### config.mk
export PLATFORM = sky130hd
export DESIGN_NAME = tx_channel
export DESIGN_NICKNAME = d
export VERILOG_FILES = /design/src/rtl/tx_channel.sv
export SDC_FILE = /design/constraint.sdc
export NUM_CORES = 1
export LEC_CHECK = 0
export BUFFER_PORTS_ARGS = -buffer_cell sky130_fd_sc_hd__buf_2
export CORE_UTILIZATION = 51
export CTS_CLUSTER_SIZE = 28
export DETAILED_ROUTE_END_ITERATION = 7
export GPL_TIMING_DRIVEN = 0
export PLACE_DENSITY = 0.75
export SKIP_CTS_REPAIR_TIMING = 1
export SYNTH_ARGS = -nofsm -noshare
export SYNTH_HDL_FRONTEND = slang
export SYNTH_SLANG_ARGS = --single-unit
### constraint.sdc
create_clock -name clk -period 2 [get_ports clk]
set_clock_uncertainty 0.05 [all_clocks]
set_input_delay 0.4 -clock clk [delete_from_list [all_inputs] [get_ports clk]]
set_output_delay 0.4 -clock clk [all_outputs]
set_load 0.1 [all_outputs]
### src/rtl/tx_channel.sv
// Router output-port transmitter: buffers granted flits and drives them over a 4-phase req/ack link.
// busy = FIFO full. First req appears one cycle after a push into an empty FIFO.
module tx_channel #(
  parameter int DEPTH    = 4,
  parameter int DATA_W   = 10,
  parameter bit SYNC_ACK = 1'b0
) (
  input  logic              clk,
  input  logic              reset,
  input  logic [DATA_W-1:0] item_in,
  input  logic              ena,
  output logic              busy,
  output logic [DATA_W-1:0] link_data,
  output logic              link_req,
  input  logic              link_ack,
  output logic [15:0]       tx_count
);
  localparam int AW = $clog2(DEPTH);
  localparam int CW = AW + 1;

  typedef enum logic [1:0] {IDLE, REQ, REL} state_t;

  logic [DATA_W-1:0] mem_q [DEPTH];
  logic [AW-1:0]     head_q, tail_q;
  logic [CW-1:0]     count_q, count_d;
  state_t            state_q;
  logic              link_req_q;
  logic [DATA_W-1:0] link_data_q;
  logic [15:0]       tx_count_q;
  logic              ack_s;
  logic              push, pop;

  generate
    if (SYNC_ACK) begin : g_sync
      logic [1:0] sync_q;
      always_ff @(posedge clk or negedge reset) begin
        if (!reset) sync_q <= '0;
        else        sync_q <= {sync_q[0], link_ack};
      end
      assign ack_s = sync_q[1];
    end else begin : g_nosync
      assign ack_s = link_ack;
    end
  endgenerate

  assign busy    = (count_q == CW'(DEPTH));
  assign push    = ena && !busy;
  // Pop coincides with the ack-accept edge, so the flit stays in the FIFO for the whole REQ phase.
  assign pop     = (state_q == REQ) && ack_s;
  assign count_d = count_q + CW'(push) - CW'(pop);

  always_ff @(posedge clk) begin
    if (push) mem_q[tail_q] <= item_in;
  end

  always_ff @(posedge clk or negedge reset) begin
    if (!reset) begin
      head_q  <= '0;
      tail_q  <= '0;
      count_q <= '0;
    end else begin
      if (push) tail_q <= tail_q + AW'(1);
      if (pop)  head_q <= head_q + AW'(1);
      count_q <= count_d;
    end
  end

  always_ff @(posedge clk or negedge reset) begin
    if (!reset) begin
      state_q     <= IDLE;
      link_req_q  <= 1'b0;
      link_data_q <= '0;
      tx_count_q  <= '0;
    end else begin
      case (state_q)
        IDLE: begin
          if (count_q != '0) begin
            link_data_q <= mem_q[head_q];
            link_req_q  <= 1'b1;
            state_q     <= REQ;
          end
        end
        REQ: begin
          if (ack_s) begin
            link_req_q <= 1'b0;
            tx_count_q <= tx_count_q + 16'd1;
            state_q    <= REL;
          end
        end
        REL: begin
          if (!ack_s) state_q <= IDLE;
        end
        default: state_q <= IDLE;
      endcase
    end
  end

  assign link_req  = link_req_q;
  assign link_data = link_data_q;
  assign tx_count  = tx_count_q;

  always @(posedge clk) begin
    assert (!(reset && ena && busy))
      else $error("tx_channel: ena asserted while busy, flit dropped");
  end
endmodule
==> qor.yml, run 1 <==
path_max_fanout: 3
ys_types: 30
cts_sinks: 76
yosysMostFrequentCell: "edfxtp_1"
dp.cells: 300
clockRootBuffer: "clkbuf_8"
cp.required_ps: 2170
drv_cap: 0
synth-main-ff-cell: "edfxtp_1"
rsz0062_at_grt: "true"
grt_pass1_vias: 1688
dieArea_sq_mm: 0.00637
gp_congestion: 0.778
grt_max_degree: 37
violations: "negative setup slack"
yosys.area.top_type: "edfxtp_1"
initial_core_util_pct: 54.4
tns_ps: -68.0
htreeDepth: 3
firstDrtPassIters: 4
cts_buffer_depth: 2
drt_iter0_drc: 174
die_x_microns: 79.8
syn_avg_cell_area_sq_um: 16.5
rr_worst_depth: 10
cts_tree: "yes"
slew_viol_final: 0
period_minus_slack_ps: 2070
cp-end-kind: "flop"
synth_edf_count: 40
yosysSeqAreaShare_pct: 68.1
cp.arrival_ps: 2240
syn_to_final_growth_pct: 19.9
row_count: 27
r2r_end: "count_q[2]"
async_flop_share_pct: 47.4
route.vias.total: 1639
syn_area_sq_mm: 0.00309
hold_viol: 0
layout.cells.non_filler: 318
r2r-start: "count_q[2]"
synth_commonest_cells: "40 x edfxtp_1, 36 x dfrtp_1, 13 x xnor2_1"
netlist.area_leader.share_pct: 38.9
fin_nets: 263
tightest_slew_ps: 831
drcViolationCount: 0
coreArea_sq_mm: 0.00568
grt_pass1_wl_microns: 8180
synth_area_leaders: "edfxtp_1 39%, dfrtp_1 29%, mux4_2 7.3%"
vias_per_cell: 5.15
io_buffers: 41
setup_violations: 1
synth_nets: 209
fmaxAchievable_mhz: 484
n_antenna_cell: 0
layout_setup_ws_ps: -68.0
start_kind: "flop"
finalWirelength_microns: 4970
wire_per_inst_microns: 15.6
period_share_pct: 103
yosys_warnings: 0
netlist_instances: 187
cts_buffers: 9
worstHoldPathType: "primary input to async pin"
reg2reg_slack_ps: -70
dp_hpwl_microns: 3350
clkTransAtPathRegs_ps: 80
status: "finished with violations"
antenna_found_initial: 0
ys_seq_elements: 76
grt-ovfl-total: 0
pin_count: 42
grt.total_usage_pct: 18.0
drive_gt1_share_pct: 43.5
max_slew_margin_pct: 44.6
ant_nets: 0
die_y_microns: 79.8
critical_path_class: "flop to flop"
clk_latency_ps: 340
[through the flow]
stage               hold WS (ps)  setup slack (ps)  util, %  instance area [sq um]
global route                 154              -154     65.3                   3700
global placement             408              -174     60.3                   3420
CTS                          125              -245     64.5                   3660
floorplan                   54.4              -681        -                   3130
detailed placement           416              -229     60.3                   3420
finish                       104             -68.0     65.3                   3700
[metal layers]
| layer | up-vias | track usage [%] | share of wire, % |
|---|---|---|---|
| li1 | 780 | - | - |
| met1 | 818 | 23.4 | 45 |
| met2 | 34 | 28.2 | 49 |
| met3 | 7 | 5.83 | 4.1 |
| met4 | 0 | 6.96 | 1.6 |
| met5 | - | 0 | 0 |
[kinds of logic (layout without fill, tap and decap cells)]
kind of cell	after synthesis	after routing	synth area share [%]
mux	20	20	10.9
buf+inv	15	74	2.39
fa+ha+maj	8	8	3.48
flops	76	76	68.1
compound gates	3	3	0.486
simple gates	45	45	8.95
xor+xnor	20	20	5.67
[cell usage in the layout (no fill, tap or decap), types with 8 or more instances in the layout]
cell	instances
buf_2	43
clkbuf_8	9
dfrtp_1	29
edfxtp_1	40
inv_1	8
mux2_2	10
mux4_2	10
nand2_1	12
xnor2_1	12
[worst max-delay path, stage by stage (launching register included)]
cell and delay (ps):
dfrtp_1 400, nor3b_4 160, nor2b_1 110, buf_4 130
inv_4 30, ha_4 250, inv_2 40, ha_4 150
fa_2 360, xnor2_2 140, xnor2_1 130
[worst max path at each step]
| stage | depth (start not counted) | end | startpoint |
|---|---|---|---|
| after detailed placement | 10 | count_q[2] | count_q[2] |
| after CTS | 10 | count_q[2] | count_q[2] |
| after global routing | 10 | count_q[2] | count_q[2] |
| after global placement | 10 | count_q[2] | count_q[2] |
| after floorplan | 10 | count_q[2] | count_q[1] |
| final | 10 | count_q[2] | count_q[2] |
[flip-flops by register name, indices dropped and copies added, names as in the netlist]
name / count
link_data: 10
tx_count: 16
head_q: 2
link_req: 1
state_q: 2
mem_q: 40
tail_q: 2
count_q: 3
[cell type report]
| type | count | area (sq um) |
|---|---|---|
| inverters | 10 | 40.0 |
| clock buffers | 9 | 124 |
| fillers | 430 | 1970 |
| multi-input cells | 96 | 963 |
| flip-flops and latches | 76 | 2110 |
| clock inverters | 7 | 115 |
| plain buffers | 5 | 40.0 |
| repair buffers | 43 | 220 |
| well taps | 72 | 90.1 |
Power of run 1 is not shown: default switching activity piles up to over one toggle a cycle in this logic, so the estimate is an artifact.
==> inputs of run 2 (changes only) <==
--- a/config.mk
+++ b/config.mk
@@ -9,7 +9,6 @@
 export CORE_UTILIZATION = 51
 export CTS_CLUSTER_SIZE = 28
 export DETAILED_ROUTE_END_ITERATION = 7
-export GPL_TIMING_DRIVEN = 0
 export PLACE_DENSITY = 0.75
 export SKIP_CTS_REPAIR_TIMING = 1
 export SYNTH_ARGS = -nofsm -noshare
==> run 2 against run 1 <==
  * The run now ends clean
  * First-iteration DRC count fell by 28%
  * Sequential share of layout area is 1.3 points higher
  * Critical path depth fell by 1
  * Critical endpoint unchanged
  * Largest cell class unchanged
  * Count of clock-buffer cells in the layout up 3
  * Via count is 1.5% lower
  * Register-to-register slack better by 110 ps
  * Non-clock buffer count unchanged
  * Final area is 2.2% lower
  * Flip-flop and latch count did not move
  * Maximum frequency up 5.5%
==> qor.yml, run 2 (same netlist as run 1, synthesis figures left out) <==
path_max_fanout: 2  # -1
max_slew_margin_pct: 66.7  # +22 points
fill_cells: 450  # +4.7%
vias_per_cell: 5.08  # -1.5%
dp_hpwl_microns: 3310  # -1.1%
slew_viol_final: 0  # unchanged
setup_violations: 0  # -1
firstDrtPassIters: 4  # unchanged
hold_viol: 0  # unchanged
whs_ps: 59.3  # -44.3 ps
pin_count: 42  # unchanged
fmaxAchievable_mhz: 510  # +5.5%
die_y_microns: 79.8  # unchanged
final_common_cell: "buf_2"
period_share_pct: 98.0  # -5.4 points
clockRootBuffer: "clkbuf_8"
cp.arrival_ps: 2130  # -110 ps
drcViolationCount: 0  # unchanged
initial_core_util_pct: 54.4  # unchanged
start_kind: "flop"
htreeDepth: 3  # unchanged
grt_pass1_vias: 1604  # -5.0%
cp_slowest_stage_delay_ps: 390  # about the same
tightest_slew_ps: 503  # -327 ps
drv_cap: 0  # unchanged
grt_pass1_wl_microns: 7960  # -2.8%
rsz0062_at_grt: "true"
cp.required_ps: 2170  # about the same
critical_path_class: "flop to flop"
antenna_found_initial: 0  # unchanged
drt_iter0_drc: 125  # -28%
coreArea_sq_mm: 0.00568  # unchanged
layout.cells.non_filler: 318  # unchanged
dieArea_sq_mm: 0.00637  # unchanged
finalWirelength_microns: 4870  # -2.1%
clkTransAtPathRegs_ps: 70  # about the same
layout_common_cells: "41 x buf_2, 40 x edfxtp_1, 29 x dfrtp_1"
status: "finished, final reports clean"
row_count: 27  # unchanged
cts_tree: "yes"
cts_buffers: 9  # unchanged
critPathBufInv: 2  # -1
crit_slowest_cell: "dfrtp_1"
drive_gt1_share_pct: 41.1  # -2.4 points
cts_sinks: 76  # unchanged
cts_buffer_depth: 2  # unchanged
grt_max_degree: 37  # unchanged
syn_to_final_growth_pct: 17.3
gp_congestion: 0.766  # -1.6%
route.vias.total: 1614  # -1.5%
cp-end-kind: "flop"
dp.cells: 302  # +0.67%
grt.total_usage_pct: 17.4  # -0.58 points
worstHoldPathType: "primary input to async pin"
crit_chain: "nor3b_4 -> nor2b_2 -> inv_1 -> ha_1 -> inv_1 -> ha_2 -> fa_2 -> xnor2_2 -> xnor2_1"
io_buffers: 41  # unchanged
largest_register: "mem_q"
ant_nets: 0  # unchanged
n_antenna_cell: 0  # unchanged
cpMostUsedCell: "inv_1"
final_util_pct: 63.8  # -1.5 points
period_minus_slack_ps: 1960  # -109 ps
wire_per_inst_microns: 15.3  # -2.1%
critPathTopFamily: "adder cells"
grt-ovfl-total: 0  # unchanged
clk_latency_ps: 330  # about the same
fin_nets: 263  # unchanged
die_x_microns: 79.8  # unchanged
largest_reg_flops: 40  # unchanged
-- run 2: cell count changes in the layout (fill, tap and decap cells not counted), moves of 2 or more --
cell and delta:
inv_1 +2, ha_4 -2, buf_4 +3, bufinv_16 -3
clkinv_2 -2, clkbuf_1 +2, buf_6 -2, buf_2 -2
clkinv_1 +2
-- run 2: worst paths after layout --
check                      cells past startpoint            to  slack (ps)    startpoint
max                                            9    count_q[2]          40    count_q[2]
min                                            2  tx_count[13]          60         reset
max reg2reg                                    9    count_q[2]          40    count_q[2]
min reg2reg                                    1  tx_count[15]         430  tx_count[15]
max in group asynchronous                      2   tx_count[3]        1480         reset
min in group clk                               1   mem_q[2][9]         230    item_in[9]
-- run 2: area by class of cell --
| type | count | area, sq um | area share, % |
|---|---|---|---|
| tap | 72 | 90.1 | 2.49 |
| clock inverter | 4 | 23.8 | 0.657 |
| timing repair buffer | 48 | 270 | 7.46 |
| multi-input combinational | 96 | 943 | 26.1 |
| inverter | 10 | 37.5 | 1.04 |
| clock buffer | 12 | 145 | 4.01 |
| sequential | 76 | 2110 | 58.3 |
-- run 2: metal layers --
| metal | vias to the layer above | global-route usage (%) | wire length, microns |
|---|---|---|---|
| li1 | 776 | - | - |
| met1 | 798 | 23.8 | 2270 |
| met2 | 32 | 27.1 | 2370 |
| met3 | 8 | 3.43 | 158 |
| met4 | 0 | 8.04 | 68 |
| met5 | - | 0 | 0 |
-- run 2: worst reg2reg max path, stage by stage (launching register included) --
cell     delay (ps)
dfrtp_1         390
nor3b_4         160
nor2b_2         130
inv_1            50
ha_1            260
inv_1            40
ha_2            160
fa_2            350
xnor2_2         140
xnor2_1         120
-- run 2: through the flow --
step	worst slack (ps)	area [sq um]	TNS, ps
floorplan	-681	3130	-6700
global placement	58.8	3450	0
finish	40.5	3620	0
detailed placement	-2.16	3450	-2.16
global route	-49.9	3620	-49.9
CTS	-15.8	3620	-15.8
Power of run 2 is left out for the same reason.
==> inputs of run 3 (changes only) <==
--- a/config.mk
+++ b/config.mk
@@ -10,6 +10,7 @@
 export CTS_CLUSTER_SIZE = 28
 export DETAILED_ROUTE_END_ITERATION = 7
 export PLACE_DENSITY = 0.75
+export SETUP_SLACK_MARGIN = 0.5
 export SKIP_CTS_REPAIR_TIMING = 1
 export SYNTH_ARGS = -nofsm -noshare
 export SYNTH_HDL_FRONTEND = slang
==> constraint.sdc (replaced) <==
create_clock -name clk -period 2 [get_ports clk]
set_clock_uncertainty 0.05 [all_clocks]
set_input_delay 0.4 -clock clk [delete_from_list [all_inputs] [get_ports clk]]
set_output_delay 0.4 -clock clk [all_outputs]
set_load 0.02 [all_outputs]
==> run 3 against run 2 <==
  * Flip-flop and latch count did not move
  * Critical path depth did not move
  * Cell count rose by 3.5%
  * Die area is the same
  * Maximum frequency shrank 0.47%
  * Count of clock-buffer cells in the layout decreased by 2
  * Sequential share of layout area shrank 3.4 points
  * Core utilization is 3.9 points higher
  * Non-clock buffer count rose by 11
  * Global-route usage grew 0.46 points
  * Register-to-register slack hardly changed
==> qor.yml, run 3 (same netlist as run 1, synthesis figures left out) <==
final_util_pct: 67.7  # +3.9 points
antenna_found_initial: 0  # unchanged
period_share_pct: 98.4  # +0.46 points
seqPwrFrac_pct: 43.1
swShare_pct: 31.6
setup_violations: 0  # unchanged
p_sw_uw: 1750
layout_common_cells: "40 x buf_2, 40 x edfxtp_1, 31 x dfrtp_1"
htreeDepth: 3  # unchanged
critical_path_class: "flop to flop"
dp_hpwl_microns: 3350  # +1.2%
fmaxAchievable_mhz: 508  # -0.47%
drive_gt1_share_pct: 47.1  # +6.0 points
io_buffers: 41  # unchanged
grt.total_usage_pct: 17.9  # +0.46 points
row_count: 27  # unchanged
coreArea_sq_mm: 0.00568  # unchanged
pwr-share-clk_pct: 22.5
wire_per_inst_microns: 16.2  # +6.0%
fin_nets: 274  # +4.2%
ant_nets: 0  # unchanged
period_minus_slack_ps: 1970  # +9.18 ps
finalInstanceArea_sq_mm: 0.00384  # +6.1%
tightest_slew_ps: 502  # -1.05 ps
path_max_fanout: 2  # unchanged
finalWirelength_microns: 5340  # +9.7%
slew_viol_final: 0  # unchanged
cp.required_ps: 2210  # +40 ps
drv_cap: 0  # unchanged
largest_register: "mem_q"
clkTransAtPathRegs_ps: 80  # about the same
grt-ovfl-total: 0  # unchanged
gp_congestion: 0.753  # -1.7%
drt_iter0_drc: 91  # -27%
route.vias.total: 1729  # +7.1%
n_antenna_cell: 0  # unchanged
start_kind: "flop"
power.leakage_uw: 0.00165
grt_max_degree: 37  # unchanged
fill_cells: 376  # -16%
pin_count: 42  # unchanged
initial_core_util_pct: 54.4  # unchanged
status: "finished, final reports clean"
cp-end-kind: "flop"
largest_reg_flops: 40  # unchanged
rsz0062_at_grt: "true"
die_x_microns: 79.8  # unchanged
firstDrtPassIters: 6  # +2
max_slew_margin_pct: 66.5  # -0.16 points
clockRootBuffer: "clkbuf_8"
clk_latency_ps: 340  # about the same
peakVddDrop_v: 0.000804
vias_per_cell: 5.26  # +3.5%
dieArea_sq_mm: 0.00637  # unchanged
place_area_sq_mm: 0.00344  # -0.40%
internal_power_uw: 3800
drcViolationCount: 0  # unchanged
grt_pass1_wl_microns: 8180  # +2.9%
combPwrFrac_pct: 34.3
hold_viol: 0  # unchanged
grt_pass1_vias: 1669  # +4.1%
syn_to_final_growth_pct: 24.4
cts_tree: "yes"
worstHoldPathType: "primary input to async pin"
cts_sinks: 76  # unchanged
cp.arrival_ps: 2170  # +40 ps
cts_buffer_depth: 2  # unchanged
power_density_mw_per_mm2: 1440
cts_buffers: 9  # unchanged
die_y_microns: 79.8  # unchanged
run 3: cell type report:
type	count	area [sq um]	area share (%)
sequential	76	2110	54.9
tap	72	90.1	2.35
inverter	10	37.5	0.977
multi-input combinational	96	1020	26.6
clock inverter	6	90.1	2.35
timing repair buffer	59	367	9.54
clock buffer	10	128	3.32
run 3: worst paths after layout:
path / startpoint / to / slack, ps / cells past startpoint
max: count_q[2] / count_q[2] / 30 / 9
min: reset / link_data[6] / 50 / 2
max reg2reg: count_q[2] / count_q[2] / 30 / 9
min reg2reg: tx_count[15] / tx_count[15] / 410 / 1
max in group asynchronous: reset / tx_count[5] / 1490 / 2
min in group clk: item_in[2] / mem_q[1][2] / 220 / 1
run 3: power by group through the flow:
stage	clock (uW)	combinational, uW	sequential [uW]
2_1_floorplan	0	1050	2550
3_3_place_gp	0	1680	2400
3_5_place_dp	0	1710	2420
4_1_cts	1270	1720	2390
5_1_grt	1330	2100	2440
6_report	1250	1910	2390
run 3: worst max-delay path: stages (launching register included):
cell,delay [ps]
dfrtp_1,390
nor3b_4,160
nor2b_2,140
inv_1,50
ha_1,290
inv_2,40
ha_4,150
fa_2,330
xnor2_1,180
xnor2_1,130
run 3: metrics by stage:
step | power (uW) | hold WS, ps | TNS [ps] | cells | setup WS (ps)
global route | 5880 | 102 | -72.9 | 329 | -72.9
detailed placement | 4130 | 420 | 0 | 302 | 8.29
global placement | 4070 | 411 | 0 | 302 | 76.4
finish | 5550 | 54.9 | 0 | 329 | 31.3
CTS | 5380 | 61.8 | -17.1 | 318 | -17.1
floorplan | 3590 | 54.4 | -97.0 | 187 | -76.4
run 3: layer usage:
metal,share of wire [%],GRT usage [%],vias to the layer above
li1,-,-,798
met1,43,23.9,882
met2,51,27.7,37
met3,3.9,4.23,12
met4,2.2,8.57,0
met5,0,0,-
(Power assumes the default switching activity.)
